<file path="config.mk">
export PLATFORM = sky130hd
export DESIGN_NAME = axi4_to_axil_bridge_flat
export DESIGN_NICKNAME = d
export VERILOG_FILES = /design/src/rtl/axi4_to_axil_bridge_if.sv /design/src/rtl/axi4_to_axil_bridge.sv /design/src/flat_wrapper.sv
export SDC_FILE = /design/constraint.sdc
export NUM_CORES = 1
export LEC_CHECK = 0
export BUFFER_PORTS_ARGS = -buffer_cell sky130_fd_sc_hd__clkbuf_2
export CORE_AREA = 2 2 324 326
export CTS_CLUSTER_SIZE = 16
export DETAILED_ROUTE_END_ITERATION = 8
export DIE_AREA = 0 0 326 328
export MAX_ROUTING_LAYER = met4
export PLACE_DENSITY = 0.48
export SETUP_SLACK_MARGIN = 0.4
export SYNTH_ARGS = -nofsm -noshare
export SYNTH_HDL_FRONTEND = slang
export SYNTH_SLANG_ARGS = --single-unit
</file>
<file path="constraint.sdc">
create_clock -name aclk -period 6.9 [get_ports aclk]
set_input_delay 0.345 -clock aclk [delete_from_list [all_inputs] [get_ports aclk]]
set_output_delay 0.345 -clock aclk [all_outputs]
set_load 0.05 [all_outputs]
</file>
<file path="src/rtl/axi4_to_axil_bridge_if.sv">
// AXI4 (full) and AXI4-Lite bus bundles used on the two sides of the bridge.

interface axi4_if #(
   parameter int ADDR_W = 40,
   parameter int DATA_W = 128,
   parameter int ID_W   = 16
) ();
   logic [ID_W-1:0]     awid;
   logic [ADDR_W-1:0]   awaddr;
   logic [7:0]          awlen;
   logic [2:0]          awsize;
   logic [1:0]          awburst;
   logic                awvalid, awready;
   logic [DATA_W-1:0]   wdata;
   logic [DATA_W/8-1:0] wstrb;
   logic                wlast, wvalid, wready;
   logic [ID_W-1:0]     bid;
   logic [1:0]          bresp;
   logic                bvalid, bready;
   logic [ID_W-1:0]     arid;
   logic [ADDR_W-1:0]   araddr;
   logic [7:0]          arlen;
   logic [2:0]          arsize;
   logic [1:0]          arburst;
   logic                arvalid, arready;
   logic [ID_W-1:0]     rid;
   logic [DATA_W-1:0]   rdata;
   logic [1:0]          rresp;
   logic                rlast, rvalid, rready;

   modport master (
      output awid, awaddr, awlen, awsize, awburst, awvalid, input awready,
      output wdata, wstrb, wlast, wvalid, input wready,
      input  bid, bresp, bvalid, output bready,
      output arid, araddr, arlen, arsize, arburst, arvalid, input arready,
      input  rid, rdata, rresp, rlast, rvalid, output rready
   );
   modport slave (
      input  awid, awaddr, awlen, awsize, awburst, awvalid, output awready,
      input  wdata, wstrb, wlast, wvalid, output wready,
      output bid, bresp, bvalid, input bready,
      input  arid, araddr, arlen, arsize, arburst, arvalid, output arready,
      output rid, rdata, rresp, rlast, rvalid, input rready
   );
endinterface

interface axil_if #(
   parameter int ADDR_W = 40,
   parameter int DATA_W = 128
) ();
   logic [ADDR_W-1:0]   awaddr;
   logic [2:0]          awprot;
   logic                awvalid, awready;
   logic [DATA_W-1:0]   wdata;
   logic [DATA_W/8-1:0] wstrb;
   logic                wvalid, wready;
   logic [1:0]          bresp;
   logic                bvalid, bready;
   logic [ADDR_W-1:0]   araddr;
   logic [2:0]          arprot;
   logic                arvalid, arready;
   logic [DATA_W-1:0]   rdata;
   logic [1:0]          rresp;
   logic                rvalid, rready;

   modport master (
      output awaddr, awprot, awvalid, input awready,
      output wdata, wstrb, wvalid, input wready,
      input  bresp, bvalid, output bready,
      output araddr, arprot, arvalid, input arready,
      input  rdata, rresp, rvalid, output rready
   );
   modport slave (
      input  awaddr, awprot, awvalid, output awready,
      input  wdata, wstrb, wvalid, output wready,
      output bresp, bvalid, input bready,
      input  araddr, arprot, arvalid, output arready,
      output rdata, rresp, rvalid, input rready
   );
endinterface

</file>
<file path="src/rtl/axi4_to_axil_bridge.sv">
// AXI4 -> AXI4-Lite bridge: splits bursts into single Lite beats, rebases
// addresses by DEC_S_ADDR, merges write responses, regenerates rid/rlast.

module axi4_to_axil_bridge #(
   parameter int              ADDR_W     = 40,
   parameter int              DATA_W     = 128,
   parameter int              ID_W       = 16,
   parameter logic [ADDR_W-1:0] DEC_S_ADDR = 40'h00_A000_0000
) (
   input  logic    aclk,
   input  logic    aresetn,
   axi4_if.slave   s_axi,
   axil_if.master  m_axi
);
   localparam int STRB_W = DATA_W / 8;

   typedef struct packed {
      logic [ID_W-1:0]   id;
      logic [ADDR_W-1:0] addr;
      logic [7:0]        len;
      logic [2:0]        size;
      logic [1:0]        burst;
   } cmd_t;

   // FIXED keeps the address; INCR and WRAP both step by the beat size.
   function automatic logic [ADDR_W-1:0] next_addr(input cmd_t c);
      return (c.burst == 2'b00) ? c.addr : c.addr + (ADDR_W'(1) << c.size);
   endfunction

   typedef enum logic [2:0] {W_IDLE, W_DATA, W_ISSUE, W_RESP, W_BRESP} w_state_t;
   typedef enum logic [1:0] {R_IDLE, R_ISSUE, R_WAIT, R_DATA} r_state_t;

   w_state_t              w_state, w_next;
   cmd_t                  w_cmd;
   logic [7:0]            w_cnt;
   logic [1:0]            acc_resp;
   logic [DATA_W-1:0]     w_data;
   logic [STRB_W-1:0]     w_strb;
   logic                  aw_done, wd_done;

   r_state_t              r_state, r_next;
   cmd_t                  r_cmd;
   logic [7:0]            r_cnt;
   logic [DATA_W-1:0]     r_data;
   logic [1:0]            r_resp;

   // Beat count comes from awlen only; wlast carries no information here.
   logic unused_wlast;
   assign unused_wlast = s_axi.wlast;

   // ---------------- write path ----------------

   // Write state register.
   always_ff @(posedge aclk or negedge aresetn) begin
      if (!aresetn) w_state <= W_IDLE;
      else          w_state <= w_next;
   end

   // Write next-state; AW and W Lite handshakes may finish in either order.
   always_comb begin
      w_next = w_state;
      case (w_state)
         W_IDLE:  if (s_axi.awvalid) w_next = W_DATA;
         W_DATA:  if (s_axi.wvalid)  w_next = W_ISSUE;
         W_ISSUE: if ((aw_done || m_axi.awready) && (wd_done || m_axi.wready)) w_next = W_RESP;
         W_RESP:  if (m_axi.bvalid)  w_next = (w_cnt == w_cmd.len) ? W_BRESP : W_DATA;
         W_BRESP: if (s_axi.bready)  w_next = W_IDLE;
         default: w_next = W_IDLE;
      endcase
   end

   // Write handshake outputs, decoded from state and done flags only.
   always_comb begin
      s_axi.awready = (w_state == W_IDLE);
      s_axi.wready  = (w_state == W_DATA);
      m_axi.awvalid = (w_state == W_ISSUE) && !aw_done;
      m_axi.wvalid  = (w_state == W_ISSUE) && !wd_done;
      m_axi.bready  = (w_state == W_RESP);
      s_axi.bvalid  = (w_state == W_BRESP);
   end

   // Write datapath: command latch, beat payload, response merge, address step.
   always_ff @(posedge aclk or negedge aresetn) begin
      if (!aresetn) begin
         w_cmd    <= '0;
         w_cnt    <= '0;
         acc_resp <= '0;
         w_data   <= '0;
         w_strb   <= '0;
         aw_done  <= 1'b0;
         wd_done  <= 1'b0;
      end else begin
         case (w_state)
            W_IDLE: if (s_axi.awvalid) begin
               w_cmd.id    <= s_axi.awid;
               w_cmd.addr  <= s_axi.awaddr - DEC_S_ADDR;
               w_cmd.len   <= s_axi.awlen;
               w_cmd.size  <= s_axi.awsize;
               w_cmd.burst <= s_axi.awburst;
               w_cnt       <= '0;
               acc_resp    <= 2'b00;
            end
            W_DATA: if (s_axi.wvalid) begin
               w_data  <= s_axi.wdata;
               w_strb  <= s_axi.wstrb;
               aw_done <= 1'b0;
               wd_done <= 1'b0;
            end
            W_ISSUE: begin
               if (m_axi.awready) aw_done <= 1'b1;
               if (m_axi.wready)  wd_done <= 1'b1;
            end
            W_RESP: if (m_axi.bvalid) begin
               // Encoding order makes DECERR > SLVERR > OKAY a plain max.
               if (m_axi.bresp > acc_resp) acc_resp <= m_axi.bresp;
               if (w_cnt != w_cmd.len) begin
                  w_cnt      <= w_cnt + 8'd1;
                  w_cmd.addr <= next_addr(w_cmd);
               end
            end
            default: ;
         endcase
      end
   end

   assign m_axi.awaddr = w_cmd.addr;
   assign m_axi.awprot = 3'b000;
   assign m_axi.wdata  = w_data;
   assign m_axi.wstrb  = w_strb;
   assign s_axi.bid    = w_cmd.id;
   assign s_axi.bresp  = acc_resp;

   // ---------------- read path ----------------

   // Read state register.
   always_ff @(posedge aclk or negedge aresetn) begin
      if (!aresetn) r_state <= R_IDLE;
      else          r_state <= r_next;
   end

   // Read next-state: one Lite read per AXI4 beat.
   always_comb begin
      r_next = r_state;
      case (r_state)
         R_IDLE:  if (s_axi.arvalid) r_next = R_ISSUE;
         R_ISSUE: if (m_axi.arready) r_next = R_WAIT;
         R_WAIT:  if (m_axi.rvalid)  r_next = R_DATA;
         R_DATA:  if (s_axi.rready)  r_next = (r_cnt == r_cmd.len) ? R_IDLE : R_ISSUE;
         default: r_next = R_IDLE;
      endcase
   end

   // Read handshake outputs and regenerated rlast.
   always_comb begin
      s_axi.arready = (r_state == R_IDLE);
      m_axi.arvalid = (r_state == R_ISSUE);
      m_axi.rready  = (r_state == R_WAIT);
      s_axi.rvalid  = (r_state == R_DATA);
      s_axi.rlast   = (r_state == R_DATA) && (r_cnt == r_cmd.len);
   end

   // Read datapath: command latch, beat capture, address step.
   always_ff @(posedge aclk or negedge aresetn) begin
      if (!aresetn) begin
         r_cmd  <= '0;
         r_cnt  <= '0;
         r_data <= '0;
         r_resp <= '0;
      end else begin
         case (r_state)
            R_IDLE: if (s_axi.arvalid) begin
               r_cmd.id    <= s_axi.arid;
               r_cmd.addr  <= s_axi.araddr - DEC_S_ADDR;
               r_cmd.len   <= s_axi.arlen;
               r_cmd.size  <= s_axi.arsize;
               r_cmd.burst <= s_axi.arburst;
               r_cnt       <= '0;
            end
            R_WAIT: if (m_axi.rvalid) begin
               r_data <= m_axi.rdata;
               r_resp <= m_axi.rresp;
            end
            R_DATA: if (s_axi.rready && (r_cnt != r_cmd.len)) begin
               r_cnt      <= r_cnt + 8'd1;
               r_cmd.addr <= next_addr(r_cmd);
            end
            default: ;
         endcase
      end
   end

   assign m_axi.araddr = r_cmd.addr;
   assign m_axi.arprot = 3'b000;
   assign s_axi.rid    = r_cmd.id;
   assign s_axi.rdata  = r_data;
   assign s_axi.rresp  = r_resp;

endmodule

</file>
<file path="src/flat_wrapper.sv">
// flat-port wrapper written by rule: the top's interface ports become plain ports
module axi4_to_axil_bridge_flat 
#(
   parameter int              ADDR_W     = 40,
   parameter int              DATA_W     = 128,
   parameter int              ID_W       = 16,
   parameter logic [ADDR_W-1:0] DEC_S_ADDR = 40'h00_A000_0000
)
  (aclk, aresetn, s_axi_awid, s_axi_awaddr, s_axi_awlen, s_axi_awsize, s_axi_awburst, s_axi_awvalid, s_axi_awready, s_axi_wdata, s_axi_wstrb, s_axi_wlast, s_axi_wvalid, s_axi_wready, s_axi_bid, s_axi_bresp, s_axi_bvalid, s_axi_bready, s_axi_arid, s_axi_araddr, s_axi_arlen, s_axi_arsize, s_axi_arburst, s_axi_arvalid, s_axi_arready, s_axi_rid, s_axi_rdata, s_axi_rresp, s_axi_rlast, s_axi_rvalid, s_axi_rready, m_axi_awaddr, m_axi_awprot, m_axi_awvalid, m_axi_awready, m_axi_wdata, m_axi_wstrb, m_axi_wvalid, m_axi_wready, m_axi_bresp, m_axi_bvalid, m_axi_bready, m_axi_araddr, m_axi_arprot, m_axi_arvalid, m_axi_arready, m_axi_rdata, m_axi_rresp, m_axi_rvalid, m_axi_rready);
  axi4_if #(.ADDR_W(ADDR_W), .DATA_W(DATA_W), .ID_W(ID_W)) s_axi_i ();
  axil_if #(.ADDR_W(ADDR_W), .DATA_W(DATA_W)) m_axi_i ();
  input  logic aclk;
  input  logic aresetn;
  input wire logic [$bits(s_axi_i.awid)-1:0] s_axi_awid;
  input wire logic [$bits(s_axi_i.awaddr)-1:0] s_axi_awaddr;
  input wire logic [$bits(s_axi_i.awlen)-1:0] s_axi_awlen;
  input wire logic [$bits(s_axi_i.awsize)-1:0] s_axi_awsize;
  input wire logic [$bits(s_axi_i.awburst)-1:0] s_axi_awburst;
  input wire logic [$bits(s_axi_i.awvalid)-1:0] s_axi_awvalid;
  output wire logic [$bits(s_axi_i.awready)-1:0] s_axi_awready;
  input wire logic [$bits(s_axi_i.wdata)-1:0] s_axi_wdata;
  input wire logic [$bits(s_axi_i.wstrb)-1:0] s_axi_wstrb;
  input wire logic [$bits(s_axi_i.wlast)-1:0] s_axi_wlast;
  input wire logic [$bits(s_axi_i.wvalid)-1:0] s_axi_wvalid;
  output wire logic [$bits(s_axi_i.wready)-1:0] s_axi_wready;
  output wire logic [$bits(s_axi_i.bid)-1:0] s_axi_bid;
  output wire logic [$bits(s_axi_i.bresp)-1:0] s_axi_bresp;
  output wire logic [$bits(s_axi_i.bvalid)-1:0] s_axi_bvalid;
  input wire logic [$bits(s_axi_i.bready)-1:0] s_axi_bready;
  input wire logic [$bits(s_axi_i.arid)-1:0] s_axi_arid;
  input wire logic [$bits(s_axi_i.araddr)-1:0] s_axi_araddr;
  input wire logic [$bits(s_axi_i.arlen)-1:0] s_axi_arlen;
  input wire logic [$bits(s_axi_i.arsize)-1:0] s_axi_arsize;
  input wire logic [$bits(s_axi_i.arburst)-1:0] s_axi_arburst;
  input wire logic [$bits(s_axi_i.arvalid)-1:0] s_axi_arvalid;
  output wire logic [$bits(s_axi_i.arready)-1:0] s_axi_arready;
  output wire logic [$bits(s_axi_i.rid)-1:0] s_axi_rid;
  output wire logic [$bits(s_axi_i.rdata)-1:0] s_axi_rdata;
  output wire logic [$bits(s_axi_i.rresp)-1:0] s_axi_rresp;
  output wire logic [$bits(s_axi_i.rlast)-1:0] s_axi_rlast;
  output wire logic [$bits(s_axi_i.rvalid)-1:0] s_axi_rvalid;
  input wire logic [$bits(s_axi_i.rready)-1:0] s_axi_rready;
  output wire logic [$bits(m_axi_i.awaddr)-1:0] m_axi_awaddr;
  output wire logic [$bits(m_axi_i.awprot)-1:0] m_axi_awprot;
  output wire logic [$bits(m_axi_i.awvalid)-1:0] m_axi_awvalid;
  input wire logic [$bits(m_axi_i.awready)-1:0] m_axi_awready;
  output wire logic [$bits(m_axi_i.wdata)-1:0] m_axi_wdata;
  output wire logic [$bits(m_axi_i.wstrb)-1:0] m_axi_wstrb;
  output wire logic [$bits(m_axi_i.wvalid)-1:0] m_axi_wvalid;
  input wire logic [$bits(m_axi_i.wready)-1:0] m_axi_wready;
  input wire logic [$bits(m_axi_i.bresp)-1:0] m_axi_bresp;
  input wire logic [$bits(m_axi_i.bvalid)-1:0] m_axi_bvalid;
  output wire logic [$bits(m_axi_i.bready)-1:0] m_axi_bready;
  output wire logic [$bits(m_axi_i.araddr)-1:0] m_axi_araddr;
  output wire logic [$bits(m_axi_i.arprot)-1:0] m_axi_arprot;
  output wire logic [$bits(m_axi_i.arvalid)-1:0] m_axi_arvalid;
  input wire logic [$bits(m_axi_i.arready)-1:0] m_axi_arready;
  input wire logic [$bits(m_axi_i.rdata)-1:0] m_axi_rdata;
  input wire logic [$bits(m_axi_i.rresp)-1:0] m_axi_rresp;
  input wire logic [$bits(m_axi_i.rvalid)-1:0] m_axi_rvalid;
  output wire logic [$bits(m_axi_i.rready)-1:0] m_axi_rready;
  assign s_axi_i.awid = s_axi_awid;
  assign s_axi_i.awaddr = s_axi_awaddr;
  assign s_axi_i.awlen = s_axi_awlen;
  assign s_axi_i.awsize = s_axi_awsize;
  assign s_axi_i.awburst = s_axi_awburst;
  assign s_axi_i.awvalid = s_axi_awvalid;
  assign s_axi_awready = s_axi_i.awready;
  assign s_axi_i.wdata = s_axi_wdata;
  assign s_axi_i.wstrb = s_axi_wstrb;
  assign s_axi_i.wlast = s_axi_wlast;
  assign s_axi_i.wvalid = s_axi_wvalid;
  assign s_axi_wready = s_axi_i.wready;
  assign s_axi_bid = s_axi_i.bid;
  assign s_axi_bresp = s_axi_i.bresp;
  assign s_axi_bvalid = s_axi_i.bvalid;
  assign s_axi_i.bready = s_axi_bready;
  assign s_axi_i.arid = s_axi_arid;
  assign s_axi_i.araddr = s_axi_araddr;
  assign s_axi_i.arlen = s_axi_arlen;
  assign s_axi_i.arsize = s_axi_arsize;
  assign s_axi_i.arburst = s_axi_arburst;
  assign s_axi_i.arvalid = s_axi_arvalid;
  assign s_axi_arready = s_axi_i.arready;
  assign s_axi_rid = s_axi_i.rid;
  assign s_axi_rdata = s_axi_i.rdata;
  assign s_axi_rresp = s_axi_i.rresp;
  assign s_axi_rlast = s_axi_i.rlast;
  assign s_axi_rvalid = s_axi_i.rvalid;
  assign s_axi_i.rready = s_axi_rready;
  assign m_axi_awaddr = m_axi_i.awaddr;
  assign m_axi_awprot = m_axi_i.awprot;
  assign m_axi_awvalid = m_axi_i.awvalid;
  assign m_axi_i.awready = m_axi_awready;
  assign m_axi_wdata = m_axi_i.wdata;
  assign m_axi_wstrb = m_axi_i.wstrb;
  assign m_axi_wvalid = m_axi_i.wvalid;
  assign m_axi_i.wready = m_axi_wready;
  assign m_axi_i.bresp = m_axi_bresp;
  assign m_axi_i.bvalid = m_axi_bvalid;
  assign m_axi_bready = m_axi_i.bready;
  assign m_axi_araddr = m_axi_i.araddr;
  assign m_axi_arprot = m_axi_i.arprot;
  assign m_axi_arvalid = m_axi_i.arvalid;
  assign m_axi_i.arready = m_axi_arready;
  assign m_axi_i.rdata = m_axi_rdata;
  assign m_axi_i.rresp = m_axi_rresp;
  assign m_axi_i.rvalid = m_axi_rvalid;
  assign m_axi_rready = m_axi_i.rready;
  axi4_to_axil_bridge #(.ADDR_W(ADDR_W), .DATA_W(DATA_W), .ID_W(ID_W), .DEC_S_ADDR(DEC_S_ADDR)) u_core (.aclk(aclk), .aresetn(aresetn), .s_axi(s_axi_i), .m_axi(m_axi_i));
endmodule
</file>
==> impl_results.md, run 1 <==
* Status: finished clean
* Worst hold path class: input port to flop
* Xor-xnor portion of the synthesized cell area at 0.0220
* FILL cells at 10700
* Clk sinks at 437
* Final Wtd Congestion at 0.848
* Commonest non-fill, non-tap cells in the layout: clkbuf_2, dfrtp_1, dlygate4sd3_1
* # setup viols final at 0
* DRT met1 WL at 35500 um
* RSZ-0062 raised after global routing: false
* Synthesized instance count at 1848
* Vias/cell at 4.32
* Total negative slack at 0 ps
* Maxcap violations at 0
* Die height at 328 um
* Largest family of logic cells by synthesized area: multiplexers
* Largest net degree at the start of global routing at 145
* Worst Path Max Fanout at 33
* Slew margin rel. at 0.222
* Worst setup EP type: primary output
* Rows at 118
* Synth Area in Simple Gates at 0.113
* Wire length on met2 at 43400 um
* Multi-input logic area at 8860 um2
* Area Growth Syn to Fin at 49.8%
* Initial antenna violation count at 22
* Worst setup SP type: flop
* Initial DRC Count at 1036
* Seq/Total Area, Yosys at 0.518
* EDFF count, synth at 0
* Vias in the first global route at 19300
* Total power at 17.4 mW
* Final ANT Viol Nets at 0
* Die area at 107000 um2
* Slew at the pin with the worst max-slew slack at 1170 ps
* Synth Warn # at 0
* CP required at 6550 ps
* Uppermost layer routed: met4
* Seq cells post-synth at 437
* Critical path class: flop to primary output
* Initial Utilization at 0.205
* Sequential Area at 10900 um2
* Post-synthesis average cell area at 11.4 um2
* Critical path arrival at 3390 ps
* Synth Area in Adders at 0.0173
* Peak Freq at 268 MHz
* Global-route wire length before repair at 128000 um
* Worst-path clk slew at 60 ps
* Wirelength, routed at 87500 um
* Commonest non-fill, non-tap cell in the layout: clkbuf_2
* Nets@finish at 3369
* CTS tree: done
* Post-layout util at 0.306
* P per Cell Area at 552 nW/um2
* Hpwl dp at 66100 um
* Hold violation count in the final report at 0
* Post-synthesis mux area share at 0.171
* CTS Buffer Depth at 3
* Routed len/inst at 20.1 um
* GRT Overall Usage at 0.161
* CTS HTree Levels at 2
* Clk_lat worst skew at 650 ps
* Die width at 326 um
* DRC viols at 0
* Fraction of the cycle the final worst path needs at 0.542
* Fin crit period at 3740 ps
* Top_reg_cell synth: dfrtp_1
* P_leak at 14.7 nW
* CTS buffer count at 57
* Setup Skew at 47.2 ps
* Grt ovf at 0
* Complex-gate fraction of the synthesized area at 0.0939
* Core Region at 103000 um2
* Metal3 WL at 6130 um
* PortBufs at 824
* Vias post-DR at 18800
* Synthesized area at 21100 um2
* Final Max Slew Viols at 0
* Total iterations of the first detailed-routing run at 5
* # IOs at 832
* Synth async-reset ratio at 1.00
* Share of post-route cells with drive strength above 1 at 0.429
* Worst vdd rail ir drop at 345 uV
* Root Buffer: clkbuf_16
* PostCTS Resize Cnt at 0
* Synth unique cells at 84
sequential cells by signal, summed over array words and instances, names as in the netlist:
name                 cells
u_core.r_cnt             8
u_core.wd_done           1
u_core.w_state           3
u_core.w_cnt             8
u_core.m_axi.araddr     40
u_core.s_axi.bresp       2
u_core.r_state           2
u_core.s_axi.rdata     128
u_core.m_axi.wstrb      16
u_core.aw_done           1
u_core.m_axi.awaddr     40
u_core.s_axi.bid        16
u_core.s_axi.rid        16
u_core.r_cmd            13
u_core.w_cmd            13
u_core.s_axi.rresp       2
u_core.m_axi.wdata     128
worst max-delay path, cell delays in order, from the launching register on:
cell      delay, ps
dfrtp_1         700
nand3_2         540
buf_4           430
inv_1           300
buf_4           390
clkbuf_2        350
area by class of cell:
type | instances | area share
Clock inverter | 23 | 0.00926
Clock buffer | 85 | 0.0529
Tap cell | 1380 | 0.0546
Inverter | 31 | 0.00368
Antenna cell | 8 | 0.000633
Timing Repair Buffer | 1211 | 0.253
Sequential cell | 437 | 0.346
Multi-Input combinational cell | 1176 | 0.280
stage by stage:
step | setup WS [ps] | instances | hold slack (ps) | instance area, um2
after floorplan | 4130 | 1853 | 49.4 | 21100
after global placement | 3450 | 3869 | 377 | 26000
after global routing | 2960 | 4348 | 4.21 | 31600
final | 3160 | 4351 | 49.4 | 31600
after detailed placement | 3330 | 3869 | 381 | 26000
after CTS | 3120 | 4343 | 0.577 | 31600
power breakdown:
group	leakage [nW]	switching, mW	internal, mW	total, mW
registers	5.25	1.01	3.82	4.83
logic	8.44	6.87	2.64	9.51
clock network	0.965	1.24	1.86	3.11
total	14.7	9.12	8.33	17.4
per-layer routing:
metal  up-vias  track usage
met4         0       0.0478
met2       643        0.271
met1      9333        0.189
li1       8710            -
met3       130       0.0423
met5         -            -
synth_stat cells (all sizes together) (24+ instances only):
cell | n | area, um2
clkbuf | 69 | 259
a21oi | 54 | 270
nand3 | 48 | 240
nand2 | 177 | 664
xnor2 | 26 | 228
xor2 | 27 | 236
and3 | 24 | 150
buf | 140 | 991
nor2 | 92 | 345
o21ai | 53 | 269
nand4 | 33 | 206
inv | 31 | 116
dfrtp | 437 | 10900
mux2 | 305 | 3430
ha | 26 | 325
logic make-up after synthesis:
| kind of cell | count (synthesis) |
|---|---|
| buffers and inverters | 240 |
| and+or+nand+nor | 487 |
| xor gates and xnor gates | 53 |
| adders and majority gates | 28 |
| muxes | 323 |
| other | 1 |
| DFF | 437 |
| AOI/OAI and AO/OA | 279 |
final timing paths:
path,startpoint,end,slack [ps],depth (start not counted)
worst min-delay path,s_axi_awaddr[19],u_core.m_axi.awaddr[19],50,3
worst max register to register,u_core.w_state[0],u_core.m_axi.awaddr[17],3240,7
min in group asynchronous,aresetn,u_core.m_axi.awaddr[2],280,2
worst max-delay path,u_core.w_state[0],m_axi_bready,3160,5
worst min register to register,u_core.s_axi.bid[4],u_core.s_axi.bid[4],480,2
max in group asynchronous,aresetn,u_core.m_axi.wstrb[12],5250,3
timing repair:
action                                 4_1_cts  5_1_grt
endpoints found under the hold margin      429        0
hold buffers                               366        0
setup buffers                                0        0
Power figures use the tool's default switching activity.
==> run 2, diff against run 1 <==
CORE_AREA = 2 2 327 329   (was 2 2 324 326)
DIE_AREA = 0 0 329 331   (was 0 0 326 328)
clock period = 3.5 ns   (was 6.9 ns; I/O delays follow)
==> impl_results.md, run 2 (synthesized netlist as in run 1, its figures left out) <==
* Peak Freq at 345 MHz
* Initial Utilization at 0.201 (-0.00345)
* Critical path class: flop to flop
* Commonest non-fill, non-tap cells in the layout: clkbuf_2, dfrtp_1, dlygate4sd3_1
* CTS buffer count at 55 (-3.5%)
* PortBufs at 824 (unchanged)
* # setup viols final at 0 (unchanged)
* Total negative slack at 0 ps (unchanged)
* Total iterations of the first detailed-routing run at 7 (+2)
* Design area at 32400 um2 (+2.4%)
* CP required at 4040 ps (-2510 ps)
* DP Worst Slack at 489 ps (-2840 ps)
* CTS Buffer Depth at 3 (unchanged)
* # IOs at 832 (unchanged)
* P_leak at 15.0 nW (+2.3%)
* Vias post-DR at 19100 (+1.5%)
* Post-CTS Setup Bufs at 0 (unchanged)
* Wirelength, routed at 89700 um (+2.5%)
* Global routing's busiest layer: met2
* Initial DRC Count at 1010 (-2.5%)
* CTS HTree Levels at 2 (unchanged)
* Largest net degree at the start of global routing at 75 (-48%)
* Slew at the pin with the worst max-slew slack at 909 ps (-258 ps)
* Worst-path clk slew at 60 ps (about the same)
* Sequential Area at 10900 um2 (unchanged)
* Worst Path Max Fanout at 22 (-33%)
* DRC viols at 0 (unchanged)
* Area Growth Syn to Fin at 53.4%
* Worst vdd rail ir drop at 699 uV (+100%)
* DP Area at 26300 um2 (+1.3%)
* Clock power frac at 0.170 (-0.008)
* NetSw at 18.1 mW (+99%)
* Routed len/inst at 20.2 um (+0.58%)
* Worst hold path class: input port to flop
* Clk_lat worst skew at 620 ps (-30 ps)
* Vias/cell at 4.31 (-0.42%)
* Hpwl dp at 69200 um (+4.6%)
* Int Power at 16.5 mW (+98%)
* CTS tree: done
* Reg power frac at 0.276 (about the same)
* Vias in the first global route at 19900 (+3.0%)
* RSZ-0062 raised after global routing: false
* Hold violation count in the final report at 0 (unchanged)
* Multi-input logic area at 8870 um2 (+0.16%)
* Final ANT Viol Nets at 0 (unchanged)
* Critical path arrival at 3440 ps (+50 ps)
* Crit path setup slack, layout at 598 ps (-2570 ps)
* Rows at 119 (+0.85%)
* Final Max Slew Viols at 0 (unchanged)
* Maxcap violations at 0 (unchanged)
* Slew margin rel. at 0.392 (+0.170)
* Setup Skew at 17.3 ps (-29.9 ps)
* FILL cells at 10900 (+2.2%)
* Grt ovf at 0 (unchanged)
* Clk sinks at 437 (unchanged)
* Root Buffer: clkbuf_16
* M3 GR Usage at 0.0414 (-0.000943)
* GRT Overall Usage at 0.162 (+0.00102)
* Sw Share at 0.524 (+0.00130)
* Worst Hold Depth at 4 (+1)
* Met1 Track Usage GR at 0.196 (+0.00633)
* Worst setup SP type: flop
* Initial antenna violation count at 7 (-68%)
* Die width at 329 um (+0.92%)
* Commonest non-fill, non-tap cell in the layout: clkbuf_2
* P per Cell Area at 1070 nW/um2 (+93%)
* Die area at 109000 um2 (+1.8%)
* Core Region at 105000 um2 (+1.7%)
* Die height at 331 um (+0.91%)
* Global-route wire length before repair at 131000 um (+2.3%)
* Fin crit period at 2900 ps
* Final Wtd Congestion at 0.847 (-0.15%)
* Share of post-route cells with drive strength above 1 at 0.428 (-0.000943)
* Fraction of the cycle the final worst path needs at 0.829
* Logic pwr share at 0.553 (+0.008)
* Reg2reg path depth at 9 (+2)
* Routing usage on met2 at 0.270 (-0.000559)
* Nets@finish at 3449 (+2.4%)
* Worst setup EP type: flop
* Status: finished clean
==> run 2: final timing paths <==
| kind | startpoint | endpoint | slack, ps |
|---|---|---|---|
| setup / recovery | u_core.r_state[0] | u_core.m_axi.araddr[28] | 600 |
| hold / removal | s_axi_awaddr[15] | u_core.m_axi.awaddr[15] | 50 |
| setup reg to reg | u_core.r_state[0] | u_core.m_axi.araddr[28] | 600 |
| hold reg to reg | u_core.s_axi.bid[10] | u_core.s_axi.bid[10] | 480 |
| max in group asynchronous | aresetn | u_core.r_cnt[6] | 2330 |
| min in group asynchronous | aresetn | u_core.m_axi.awaddr[6] | 170 |
==> run 2: area by class of cell <==
class | count | share of cell area
Sequential cell | 437 | 0.338
Multi-Input combinational cell | 1176 | 0.274
Timing Repair Buffer | 1293 | 0.273
Tap cell | 1391 | 0.0538
Clock buffer | 84 | 0.0524
Clock inverter | 14 | 0.00506
Inverter | 31 | 0.00359
Antenna cell | 9 | 0.000696
==> run 2: per-stage QoR <==
| step | utilization | power (mW) | std cells | hold slack (ps) |
|---|---|---|---|---|
| floorplan | - | 23.5 | 1853 | -121 |
| global placement | 0.251 | 28.3 | 3913 | 236 |
| detailed placement | 0.251 | 28.4 | 3913 | 235 |
| CTS | 0.308 | 34.9 | 4426 | 2.21 |
| global route | 0.308 | 36.4 | 4433 | 20.6 |
| finish | 0.308 | 34.6 | 4435 | 47.6 |
==> run 2: metal layers <==
metal | vias up | wire (um) | part of all wire
met2 | 616 | 44000 | 0.49
met5 | - | 0 | 0
met4 | 0 | 2100 | 0.023
met1 | 9514 | 37400 | 0.42
met3 | 118 | 6100 | 0.068
li1 | 8850 | - | -
==> run 2: power by group through the flow <==
stage / clock, mW / sequential, mW / combinational, mW
2_1_floorplan: 0 / 14.8 / 8.75
3_3_place_gp: 0 / 9.52 / 18.8
3_5_place_dp: 0 / 9.59 / 18.8
4_1_cts: 6.07 / 9.54 / 19.3
5_1_grt: 6.27 / 9.91 / 20.2
6_report: 5.88 / 9.55 / 19.1
==> run 2: critical path: stages, from the launching register on <==
cell,delay [ps]
dfrtp_1,410
inv_1,90
ha_1,210
buf_4,170
nor2_1,170
a211o_1,670
buf_4,340
a32oi_1,70
dlygate4sd3_1,580
o211ai_1,90
==> run 2: timing repair <==
item | in CTS | in global routing
hold endpoints to repair | 473 | 0
resized for setup | 0 | 3
hold buffers | 415 | 0
endpoints found under the setup margin | 0 | 15
==> run 3, diff against run 2 <==
CORE_AREA = 2 2 322 324   (was 2 2 327 329)
DIE_AREA = 0 0 324 326   (was 0 0 329 331)
PLACE_DENSITY = 0.5   (was 0.48)
clock period = 2.55 ns   (was 3.5 ns; I/O delays follow)
==> impl_results.md, run 3 (synthesized netlist as in run 1, its figures left out) <==
* Final Wtd Congestion at 0.891 (+5.3%)
* Wirelength, routed at 91300 um (+1.8%)
* Initial Utilization at 0.206 (+0.00462)
* Clk sinks at 437 (unchanged)
* Slew margin rel. at 0.427 (+0.0348)
* Area Growth Syn to Fin at 66.1%
* Worst vdd rail ir drop at 1360 uV (+95%)
* Grt ovf at 0 (unchanged)
* Critical path class: flop to flop
* Crit path setup slack, layout at -21.0 ps (-619 ps)
* Worst setup EP type: flop
* Core Region at 103000 um2 (-2.2%)
* Final Max Slew Viols at 0 (unchanged)
* Global-route wire length before repair at 133000 um (+1.4%)
* Initial DRC Count at 933 (-7.6%)
* Clk_lat worst skew at 640 ps (+20 ps)
* Nets@finish at 3606 (+4.6%)
* P per Cell Area at 1430 nW/um2 (+34%)
* PortBufs at 824 (unchanged)
* Die area at 106000 um2 (-3.0%)
* Vias post-DR at 20000 (+4.9%)
* Final ANT Viol Nets at 0 (unchanged)
* Root Buffer: clkbuf_16
* Largest net degree at the start of global routing at 75 (unchanged)
* Total iterations of the first detailed-routing run at 5 (-2)
* P_leak at 16.1 nW (+7.2%)
* Slowest CP cell: dfrtp_2
* Hold violation count in the final report at 0 (unchanged)
* Fraction of the cycle the final worst path needs at 1.01 (+0.179)
* Die height at 326 um (-1.5%)
* Worst Path Max Fanout at 6 (-73%)
* CP required at 3060 ps (-980 ps)
* Rows at 118 (-0.84%)
* Largest delay share family, worst path: simple AND/OR/NAND/NOR gates
* GRT Overall Usage at 0.170 (+0.00777)
* Commonest non-fill, non-tap cell in the layout: clkbuf_2
* Die width at 324 um (-1.5%)
* Share of post-route cells with drive strength above 1 at 0.498 (+0.0701)
* Total negative slack at -45.1 ps (-45.1 ps)
* Slew at the pin with the worst max-slew slack at 857 ps (-52.0 ps)
* CTS Buffer Depth at 3 (unchanged)
* WHS at 58.7 ps (+11.1 ps)
* Maxcap violations at 0 (unchanged)
* Worst hold path class: input port to asynchronous set/reset pin
* Worst setup SP type: flop
* Fin crit period at 2570 ps (-331 ps)
* Worst-path clk slew at 60 ps (about the same)
* CTS HTree Levels at 2 (unchanged)
* CTS buffer count at 56 (+1.8%)
* Worst Path Buf+Inv at 1 (-3)
* Peak Freq at 389 MHz (+13%)
* DRC viols at 0 (unchanged)
* Initial antenna violation count at 7 (unchanged)
* Critical path arrival at 3080 ps (-360 ps)
* Vias in the first global route at 20800 (+4.6%)
* Routed len/inst at 19.9 um (-1.4%)
* Vias/cell at 4.37 (+1.6%)
* # IOs at 832 (unchanged)
* Setup Skew at 32.0 ps (+14.7 ps)
* RSZ-0062 raised after global routing: true
* Slowest stage delay, CP at 440 ps (-230 ps)
* Failing checks: setup timing
* Status: finished with violations
* Worst path cell trace: buf_4 > and3_4 > ha_4 > o211ai_1 > or2_1 > or3_4 > o311a_1 > a221oi_2 > o41ai_2
* CTS tree: done
* Hpwl dp at 67100 um (-3.0%)
* # setup viols final at 4 (+4)
* Commonest non-fill, non-tap cells in the layout: clkbuf_2, dfrtp_1, dlygate4sd3_1
[run 3: changes by cell type in the layout (fill, tap and decap cells not counted), sizes merged]
cell         change
bufbuf           +1
clkinvlp         -2
clkbuf           -9
inv              +1
dlygate4sd3     +10
diode            -3
buf            +149
clkinv           +9
[run 3: repair_timing]
| item | 4_1_cts | 5_1_grt |
|---|---|---|
| hold buffers | 425 | 0 |
| pin swaps | 72 | 64 |
| setup endpoints to repair | 186 | 88 |
| endpoints found under the hold margin | 800 | 0 |
| buffers inserted | 36 | 36 |
| gates cloned | 1 | 1 |
| gates resized for setup | 141 | 89 |
[run 3: stage by stage]
step | std cells | instance area, um2 | utilization | power [mW] | worst slack, ps
after global routing | 4577 | 35100 | 0.342 | 52.6 | -113
after detailed placement | 3974 | 27300 | 0.266 | 39.9 | -101
after floorplan | 1853 | 21500 | - | 32.7 | 85.6
after CTS | 4537 | 34300 | 0.335 | 49.7 | -9.95
after global placement | 3974 | 27300 | 0.266 | 39.7 | -37.5
final | 4580 | 35100 | 0.342 | 50.2 | -21.0
[run 3: final cells by class]
| cell class | count | area (um2) |
|---|---|---|
| Fill cell | 10300 | 67500 |
| Sequential cell | 437 | 10900 |
| Timing Repair Buffer | 1449 | 10400 |
| Multi-Input combinational cell | 1176 | 10000 |
| Tap cell | 1380 | 1730 |
| Clock buffer | 79 | 1590 |
| Clock inverter | 22 | 233 |
| Inverter | 31 | 119 |
| Antenna cell | 6 | 15.0 |
[run 3: where the power goes]
group | internal [mW] | switching, mW | leakage (nW) | total [mW]
clock | 4.56 | 3.39 | 0.896 | 7.94
sequential | 10.4 | 2.66 | 5.24 | 13.0
combinational | 9.24 | 20.0 | 9.94 | 29.2
total | 24.1 | 26.0 | 16.1 | 50.2
[run 3: final timing paths]
kind,startpoint,to,slack (ps),cells after the start
hold reg to reg,u_core.s_axi.bid[2],u_core.s_axi.bid[2],470,2
setup / recovery,u_core.r_cmd[4],u_core.m_axi.araddr[27],-20,9
max in group asynchronous,aresetn,u_core.r_cmd[1],1590,3
hold / removal,aresetn,u_core.m_axi.awaddr[5],60,2
min in group aclk,s_axi_araddr[30],u_core.m_axi.araddr[30],110,6
setup reg to reg,u_core.r_cmd[4],u_core.m_axi.araddr[27],-20,9
[run 3: per-layer routing]
| layer | part of all wire | global-route usage | wire [um] | vias to the layer above |
|---|---|---|---|---|
| met2 | 0.49 | 0.279 | 44300 | 736 |
| met1 | 0.42 | 0.205 | 38100 | 9981 |
| li1 | - | - | - | 9161 |
| met4 | 0.031 | 0.0555 | 2800 | 0 |
| met5 | 0 | - | 0 | - |
| met3 | 0.067 | 0.0399 | 6120 | 159 |
